## src/rtl/proc_ctrl_pkg.sv

```systemverilog
// proc_ctrl_pkg: shared widths, opcode and step encodings, and field decode helpers
// for the processor control unit.
package proc_ctrl_pkg;
    localparam int DATA_WIDTH = 16;
    localparam int OPC_W = 3;
    localparam int REG_ADDR_W = 3;
    localparam int NUM_REGS = 2 ** REG_ADDR_W;
    localparam int OP_LSB = DATA_WIDTH - OPC_W;
    localparam int RX_LSB = OP_LSB - REG_ADDR_W;
    localparam int RY_LSB = RX_LSB - REG_ADDR_W;
    typedef logic [OPC_W-1:0] opcode_t;
    typedef logic [REG_ADDR_W-1:0] reg_addr_t;
    typedef logic [1:0] alu_op_t;
    localparam opcode_t OP_MV = 3'd0;
    localparam opcode_t OP_MVI = 3'd1;
    localparam opcode_t OP_ADD = 3'd2;
    localparam opcode_t OP_SUB = 3'd3;
    localparam opcode_t OP_AND = 3'd4;
    localparam opcode_t OP_OR = 3'd5;
    localparam opcode_t OP_NOP = 3'd6;
    localparam alu_op_t ALU_ADD = 2'b00;
    localparam alu_op_t ALU_SUB = 2'b01;
    localparam alu_op_t ALU_AND = 2'b10;
    localparam alu_op_t ALU_OR = 2'b11;
    typedef enum logic [1:0] {T0, T1, T2, T3} step_t;
    // Only the op/rx/ry fields of the instruction word steer the sequence.
    typedef struct packed {
        opcode_t op;
        reg_addr_t rx;
        reg_addr_t ry;
    } instr_t;
    function automatic logic is_alu(input opcode_t op);
        return op inside {OP_ADD, OP_SUB, OP_AND, OP_OR};
    endfunction
    function automatic alu_op_t alu_code(input opcode_t op);
        return op == OP_SUB ? ALU_SUB : op == OP_AND ? ALU_AND : op == OP_OR ? ALU_OR : ALU_ADD;
    endfunction
endpackage

```

## src/rtl/proc_control_unit_if.sv

```systemverilog
// proc_control_unit_if: instruction input and datapath control bundle between the
// control unit (master) and the datapath (slave).
interface proc_control_unit_if;
    import proc_ctrl_pkg::*;
    logic run;
    logic [DATA_WIDTH-1:0] din;
    logic ir_in;
    logic imediate_select;
    logic [NUM_REGS-1:0] r_out;
    logic g_select;
    logic [NUM_REGS-1:0] reg_in;
    logic a_in;
    logic g_in;
    alu_op_t alu_op;
    logic busy;
    logic done;
    modport master (
        input run, din,
        output ir_in, imediate_select, r_out, g_select, reg_in, a_in, g_in, alu_op, busy, done
    );
    modport slave (
        output run, din,
        input ir_in, imediate_select, r_out, g_select, reg_in, a_in, g_in, alu_op, busy, done
    );
endinterface

```

## src/rtl/reg_decoder.sv

```systemverilog
// reg_decoder: binary register address to one-hot select, all zero when disabled.
module reg_decoder
    import proc_ctrl_pkg::*;
#(
    parameter int W = REG_ADDR_W
) (
    input  logic en,
    input  logic [W-1:0] addr,
    output logic [2**W-1:0] onehot
);
    localparam int N = 2 ** W;
    assign onehot = en ? N'(1) << addr : '0;
endmodule

```

## src/rtl/proc_control_unit.sv

```systemverilog
// proc_control_unit: T0..T3 sequencer that fetches an instruction and drives the
// bus-source selects, register loads, A/G latches and ALU op one step per clock.
module proc_control_unit
    import proc_ctrl_pkg::*;
(
    input logic clock,
    input logic resetn,
    proc_control_unit_if.master bus
);
    step_t step, step_nxt;
    instr_t ir;
    logic fetch, alu;
    logic src_en, dst_en;
    reg_addr_t src_addr;
    assign fetch = step == T0 && bus.run;
    assign alu = is_alu(ir.op);
    always_ff @(posedge clock or negedge resetn) begin
        if (!resetn) begin
            step <= T0;
            ir <= '0;
        end else begin
            step <= step_nxt;
            if (fetch) ir <= instr_t'(bus.din[DATA_WIDTH-1:RY_LSB]);
        end
    end
    // Moves and NOPs retire in T1; ALU ops walk through T2 and T3.
    always_comb begin
        step_nxt = step == T0 ? (bus.run ? T1 : T0) :
                   step == T1 ? (alu ? T2 : T0) :
                   step == T2 ? T3 : T0;
    end
    always_comb begin
        bus.ir_in = fetch;
        bus.imediate_select = step == T1 && ir.op == OP_MVI;
        bus.g_select = step == T3 && alu;
        bus.a_in = step == T1 && alu;
        bus.g_in = step == T2 && alu;
        bus.alu_op = step == T2 && alu ? alu_code(ir.op) : ALU_ADD;
        src_en = (step == T1 && (ir.op == OP_MV || alu)) || (step == T2 && alu);
        src_addr = step == T1 && alu ? ir.rx : ir.ry;
        dst_en = (step == T1 && (ir.op == OP_MV || ir.op == OP_MVI)) || (step == T3 && alu);
        bus.busy = step != T0;
        bus.done = (step == T1 && !alu) || (step == T3 && alu);
    end
    reg_decoder #(.W(REG_ADDR_W)) u_src (
        .en(src_en),
        .addr(src_addr),
        .onehot(bus.r_out)
    );
    reg_decoder #(.W(REG_ADDR_W)) u_dst (
        .en(dst_en),
        .addr(ir.rx),
        .onehot(bus.reg_in)
    );
endmodule

```

## src/flat_wrapper.sv

```systemverilog
// flat-port wrapper written by rule: the top's interface ports become plain ports
module proc_control_unit_flat import proc_ctrl_pkg::*;
  (clock, resetn, bus_run, bus_din, bus_ir_in, bus_imediate_select, bus_r_out, bus_g_select, bus_reg_in, bus_a_in, bus_g_in, bus_alu_op, bus_busy, bus_done);
  proc_control_unit_if bus_i ();
  input logic clock;
  input logic resetn;
  input wire logic [$bits(bus_i.run)-1:0] bus_run;
  input wire logic [$bits(bus_i.din)-1:0] bus_din;
  output wire logic [$bits(bus_i.ir_in)-1:0] bus_ir_in;
  output wire logic [$bits(bus_i.imediate_select)-1:0] bus_imediate_select;
  output wire logic [$bits(bus_i.r_out)-1:0] bus_r_out;
  output wire logic [$bits(bus_i.g_select)-1:0] bus_g_select;
  output wire logic [$bits(bus_i.reg_in)-1:0] bus_reg_in;
  output wire logic [$bits(bus_i.a_in)-1:0] bus_a_in;
  output wire logic [$bits(bus_i.g_in)-1:0] bus_g_in;
  output wire logic [$bits(bus_i.alu_op)-1:0] bus_alu_op;
  output wire logic [$bits(bus_i.busy)-1:0] bus_busy;
  output wire logic [$bits(bus_i.done)-1:0] bus_done;
  assign bus_i.run = bus_run;
  assign bus_i.din = bus_din;
  assign bus_ir_in = bus_i.ir_in;
  assign bus_imediate_select = bus_i.imediate_select;
  assign bus_r_out = bus_i.r_out;
  assign bus_g_select = bus_i.g_select;
  assign bus_reg_in = bus_i.reg_in;
  assign bus_a_in = bus_i.a_in;
  assign bus_g_in = bus_i.g_in;
  assign bus_alu_op = bus_i.alu_op;
  assign bus_busy = bus_i.busy;
  assign bus_done = bus_i.done;
  proc_control_unit u_core (.clock(clock), .resetn(resetn), .bus(bus_i));
endmodule
```

## config.mk

```make
export PLATFORM = sky130hd
export DESIGN_NAME = proc_control_unit_flat
export DESIGN_NICKNAME = d
export VERILOG_FILES = /design/src/rtl/proc_ctrl_pkg.sv /design/src/rtl/proc_control_unit_if.sv /design/src/rtl/reg_decoder.sv /design/src/rtl/proc_control_unit.sv /design/src/flat_wrapper.sv
export SDC_FILE = /design/constraint.sdc
export NUM_CORES = 1
export LEC_CHECK = 0
export ABC_AREA = 1
export BUFFER_PORTS_ARGS = -buffer_cell sky130_fd_sc_hd__buf_4
export CAP_MARGIN = 20
export CORE_MARGIN = 2
export CORE_UTILIZATION = 44
export CTS_CLUSTER_SIZE = 40
export DETAILED_ROUTE_END_ITERATION = 6
export PLACE_DENSITY = 0.82
export RECOVER_POWER = 50
export SYNTH_ARGS = -nofsm -noshare
export SYNTH_HDL_FRONTEND = slang
export SYNTH_SLANG_ARGS = --single-unit
```

## constraint.sdc

```tcl
create_clock -name clock -period 1.59 [get_ports clock]
set_clock_uncertainty 0.15 [all_clocks]
set_input_delay 0.318 -clock clock [delete_from_list [all_inputs] [get_ports clock]]
set_output_delay 0.318 -clock clock [all_outputs]
set_load 0.01 [all_outputs]
```

======== Word level (Yosys, flattened, before mapping) ========
Cells that the tools add are included.
cells by class
  eq/ne operators ......................... 8
  shifts and indexed selects .............. 2
  multiplexer cells ....................... 12
  reductions and logical operators ........ 18
operators with widths
  kind                 number
  $mux 2               8
  $mux 8               2
  $shl 1x3->8 const A  2
  $logic_and 1x1->1    8
  $eq 3x2->1 const B   2
  $eq 3x3->1 const B   2
  $logic_or 1x1->1     5
  $eq 2x2->1 const B   2
  $reduce_bool 4->1    1
  $eq 3x1->1 const B   1
  $logic_not 3->1      1
  $mux 3               1
  $eq 2x1->1 const B   1
  $logic_not 2->1      1
  $reduce_bool 2->1    1
  $logic_not 1->1      1
  $mux 1               1
storage, ports and cells
  register bits ........................... 11
  input bits .............................. 19
  output and inout bits ................... 25
  logic and storage cells ................. 44

======== Longest topological paths before layout ========
  depth after elaboration ................. 6
  gate-level depth with buffers ........... 8
  mapped depth without buffers ............ 8

======== By module ========
A second synthesis with hierarchy kept.
unflattened totals
  cells, all modules ...................... 121
  area total of the unflattened synthesis .. 735.7 um^2
modules (own cells, without submodules)
  module             times used  cells an instance  area an instance (um^2)  sequential area each (um^2)
  proc_control_unit  1           87                 608.1                    275.3
  reg_decoder        2           17                 63.8                     0.0

======== Worst setup path after synthesis ========
No wires, ideal clock.
  path type ............................... flip-flop to output port
  start ................................... register u_core.ir[7] (netlist bit)
  end ..................................... output bus_reg_in[0]
  arrival time ............................ 1.097 ns
  data required time ...................... 1.122 ns
  path slack .............................. 0.025 ns
  cell stages (with the launch flop) ...... 8
  buffers on the path ..................... 0
  cell sequence ........................... dfrtp_1 > inv_2 > nand2_2 > nand2_4 > nand3_2 > nand2_2 > nand2_1 > nor2_1
between the ends
  cells in the longest elaborated chain, start to end .. 5
  elaborated cells on any way between the ends .. 12
  classes of those cells .................. eq/ne (5); mux (1); reduce/logical (6)
ends and longest elaborated chain
  element                                                line                                          RTL
  start, declared                                        proc_control_unit.sv:11                       instr_t ir;
  start signal, assigned                                 proc_control_unit.sv:23                       if (fetch) ir <= instr_t'(bus.din[DATA_WIDTH-1:RY_LSB]);
  $eq 3x2->1 (tied with other cells)                     proc_ctrl_pkg.sv:33                           return op inside {OP_ADD, OP_SUB, OP_AND, OP_OR};
  $reduce_bool 4->1 or $logic_or 1x1->1 (tied branches)  proc_ctrl_pkg.sv:33, proc_control_unit.sv:41
  $logic_and 1x1->1                                      proc_control_unit.sv:41                       dst_en = (step == T1 && (ir.op == OP_MV || ir.op == OP_MVI)) || (step == T3 && alu);
  $logic_or 1x1->1 (*)                                   proc_control_unit.sv:41
  $mux 8 (*)                                             reg_decoder.sv:12                             assign onehot = en ? N'(1) << addr : '0;
  end, declared                                          flat_wrapper.sv:13                            output wire logic [$bits(bus_i.reg_in)-1:0] bus_reg_in;
Every way passes the cells marked *; elsewhere a longest branch is shown, timed or not.

======== Final worst setup path ========
  start ................................... register u_core.ir[7] (netlist bit)
  end ..................................... output bus_r_out[3]
between the ends
  cells in the longest elaborated chain, start to end .. 6
  elaborated cells on any way between the ends .. 14
  classes of those cells .................. eq/ne (4); shift (1); mux (2); reduce/logical (7)
ends and longest elaborated chain
  element                                                line                                              RTL
  $eq 3x2->1 or $eq 3x3->1 (tied branches)               proc_ctrl_pkg.sv:33
  $reduce_bool 4->1                                      proc_ctrl_pkg.sv:33
  $logic_and 1x1->1 or $logic_or 1x1->1 (tied branches)  proc_control_unit.sv:40, proc_control_unit.sv:39
  $mux 3 or $logic_and 1x1->1 (tied branches)            proc_control_unit.sv:40, proc_control_unit.sv:39
  $shl 1x3->8 or $logic_or 1x1->1 (tied branches)        reg_decoder.sv:12, proc_control_unit.sv:39
  $mux 8 (*)                                             reg_decoder.sv:12
  end, declared                                          flat_wrapper.sv:11                                output wire logic [$bits(bus_i.r_out)-1:0] bus_r_out;
Marked as above.

==> flow_summary_export.csv <==
group,metric,value,unit
yosys,synth_nets,137,
floorplan,fp.dieArea,2240,µm²
layout,fin_nets,205,
critical_path,worst-setup-path-type,"flip-flop to primary output",
outcome,outcome,"finished with violations",
timing,post-route-period-util,1.44,
timing,setup_violations,25,
yosys,synthCells,118,
detailed_routing,antenna_left,0,
clocking,cts_tree,"built",
global_route,overflow,0,
yosys,synth_seq_cells,11,
global_route,grt_max_degree,13,
global_route,antenna_found_initial,0,
layout,fillCellCount,45,
layout,fin_util,0.951,
placed_design,dp_hpwl,1730,µm
global_route,track_usage,0.281,
timing,tightest_slew,637,ps
detailed_routing,wl_per_cell,19.5,µm
critical_path,required,1120,ps
timing,setup_tns,-11300,ps
clocking,clkTransAtPathRegs,80,ps
yosys,synth.top_cell.area_share,0.333,
power_and_ir_drop,power_density,2190,nW/µm²
clocking,clk_latency,270,ps
clocking,cts_max_level,1,
power_and_ir_drop,p_leak,0.822,nW
critical_path,critical_path_arrival,1820,ps
global_route,grt_pass1_wl,4360,µm
clocking,cts_root_buf,"clkbuf_4",
detailed_routing,wl,4090,µm
timing,finalHoldViolCount,0,
placed_design,portBuffers,36,
power_and_ir_drop,p_total,0.00364,W
yosys,synth_area,826,µm²
timing,rsz0062_at_grt,"yes",
yosys,yosys_warnings,0,
clocking,cts.sinks,11,
detailed_routing,detail_route.iter0.violations,86,
floorplan,initial_core_util,0.473,
global_route,grt_pass1_vias,961,
outcome,violations,"setup timing",
detailed_routing,vias_per_cell,5.52,
timing,period_needed,2290,ps
timing,fin_ws,-702,ps
floorplan,core.rowCount,15,
floorplan,die_w,47.3,µm
detailed_routing,num_vias,1160,
clocking,cts_max_path_buffers,2,
timing,maxSlewHeadroom,0.575,
floorplan,coreArea,1750,µm²
timing,hold_ws,106,ps
placed_design,gp_congestion,0.764,
power_and_ir_drop,ir_worst_vdd,1790,µV
yosys,yosys.area.top_type,"dfrtp_1",
layout,antenna_cells,0,
yosys,ys_types,15,
layout,drive_gt1_frac,0.730,
yosys,synth.avg_cell_area,7.00,µm²
layout,area_growth,101,%
floorplan,die_h,47.3,µm
floorplan,boundaryPins,44,
critical_path,worst_setup_path_start_kind,"flip-flop",
timing,drv_slew,0,
yosys,synthTopCellsByArea,"dfrtp_1 33%, nand2_1 15%, o21ai_2 9.5%",
yosys,ys_seq_area_frac,0.333,
critical_path,cp_max_fo,7,
detailed_routing,drc,0,
clocking,cts_made_buffers,3,
flow_run,max_cap_viol_count,0,
min_path,hold_path.class,"input pin to flip-flop",
critical_path,cp-end-kind,"primary output",
detailed_routing,first_pass_iters,4,
timing,max_freq,0.436,GHz
metrics by stage:
stage / cells / worst slack [ps] / area [µm²]
after floorplan: 118 / 24.7 / 826
after global placement: 194 / -49.0 / 1230
after detailed placement: 194 / -108 / 1230
after CTS: 205 / -383 / 1370
after global routing: 210 / -755 / 1660
final: 210 / -702 / 1660
layout make-up:
cell class              instances  area, µm²  share of cell area
inverters                      19       76.3              0.0460
multi-input cells              89        714               0.430
well taps                      25       31.3              0.0188
repair buffers                 62        536               0.323
flip-flops and latches         11        277               0.167
clock buffers                   4       26.3              0.0158
power by group:
group	internal [W]	switching (W)	leakage [nW]
clock network	0.0000970	0.000101	0.0150
registers	0.000415	0.000207	0.135
logic	0.00115	0.00167	0.672
total	0.00166	0.00197	0.822
worst paths after layout:
| path | depth (start not counted) | endpoint | from | slack [ps] |
|---|---|---|---|---|
| worst max-delay path | 9 | bus_r_out[3] | u_core.ir[7] | -700 |
| worst min-delay path | 3 | u_core.ir[1] | bus_din[8] | 110 |
| worst max register to register | 8 | u_core.ir[4] | flip-flop | 20 |
| worst min register to register | 2 | u_core.ir[6] | u_core.ir[6] | 460 |
| max in group asynchronous | 2 | asynchronous set/reset pin | resetn | 380 |
| min in group asynchronous | 2 | u_core.ir[2] | resetn | 470 |
synth_stat cells:
cell and count:
inv_2 4, dfrtp_1 11, nand3_1 7, nand3_2 3, o21ai_2 9, buf_12 1
nor2_8 1, inv_1 14, nor2_2 1, nand2_2 9, o21ai_0 1, nand2_1 34
nor2_1 20, inv_4 1, nand2_4 2
metal layers:
layer / track usage / up-vias / share of wire
li1: - / 501 / -
met1: 0.349 / 540 / 0.34
met2: 0.473 / 95 / 0.52
met3: 0.0346 / 24 / 0.082
met4: 0.144 / 0 / 0.060
met5: 0 / - / 0
cell usage in the layout (no fill, tap or decap), types with 4 or more instances in the layout:
master,synthesis,layout
nand3_2,3,6
nand2_1,34,18
nor2_4,0,9
nand2_4,2,11
buf_6,0,9
nor2_2,1,10
dfrtp_1,11,10
buf_4,0,48
o21ai_2,9,10
inv_2,4,4
inv_1,14,13
nand2_2,9,14
flip-flops by register name (all words and copies together) (netlist names), named ones only:
signal,flops
u_core.ir,9
u_core.step,1
cells by family after synthesis:
logic type | Yosys count | synth area share
AND/OR/NAND/NOR | 77 | 0.452
buffers and inverters | 20 | 0.114
flip-flops | 11 | 0.333
AO/OA/AOI/OAI | 10 | 0.102
repair_timing:
item,4_1_cts,5_1_grt
pin swaps,13,17
setup endpoints to repair,25,31
hold buffers,1,0
endpoints found under the hold margin,11,0
setup buffers,5,5
resized for setup,20,61
gates cloned,1,2
worst max-delay path, stage by stage (launching register included):
cell	delay (ps)
dfrtp_1	470
inv_2	100
nand2_4	120
nand2_8	100
nand2_8	110
nand2_2	70
nand2_2	120
nand2_4	90
nor2_1	200
buf_4	160
(Power assumes the default switching activity.)
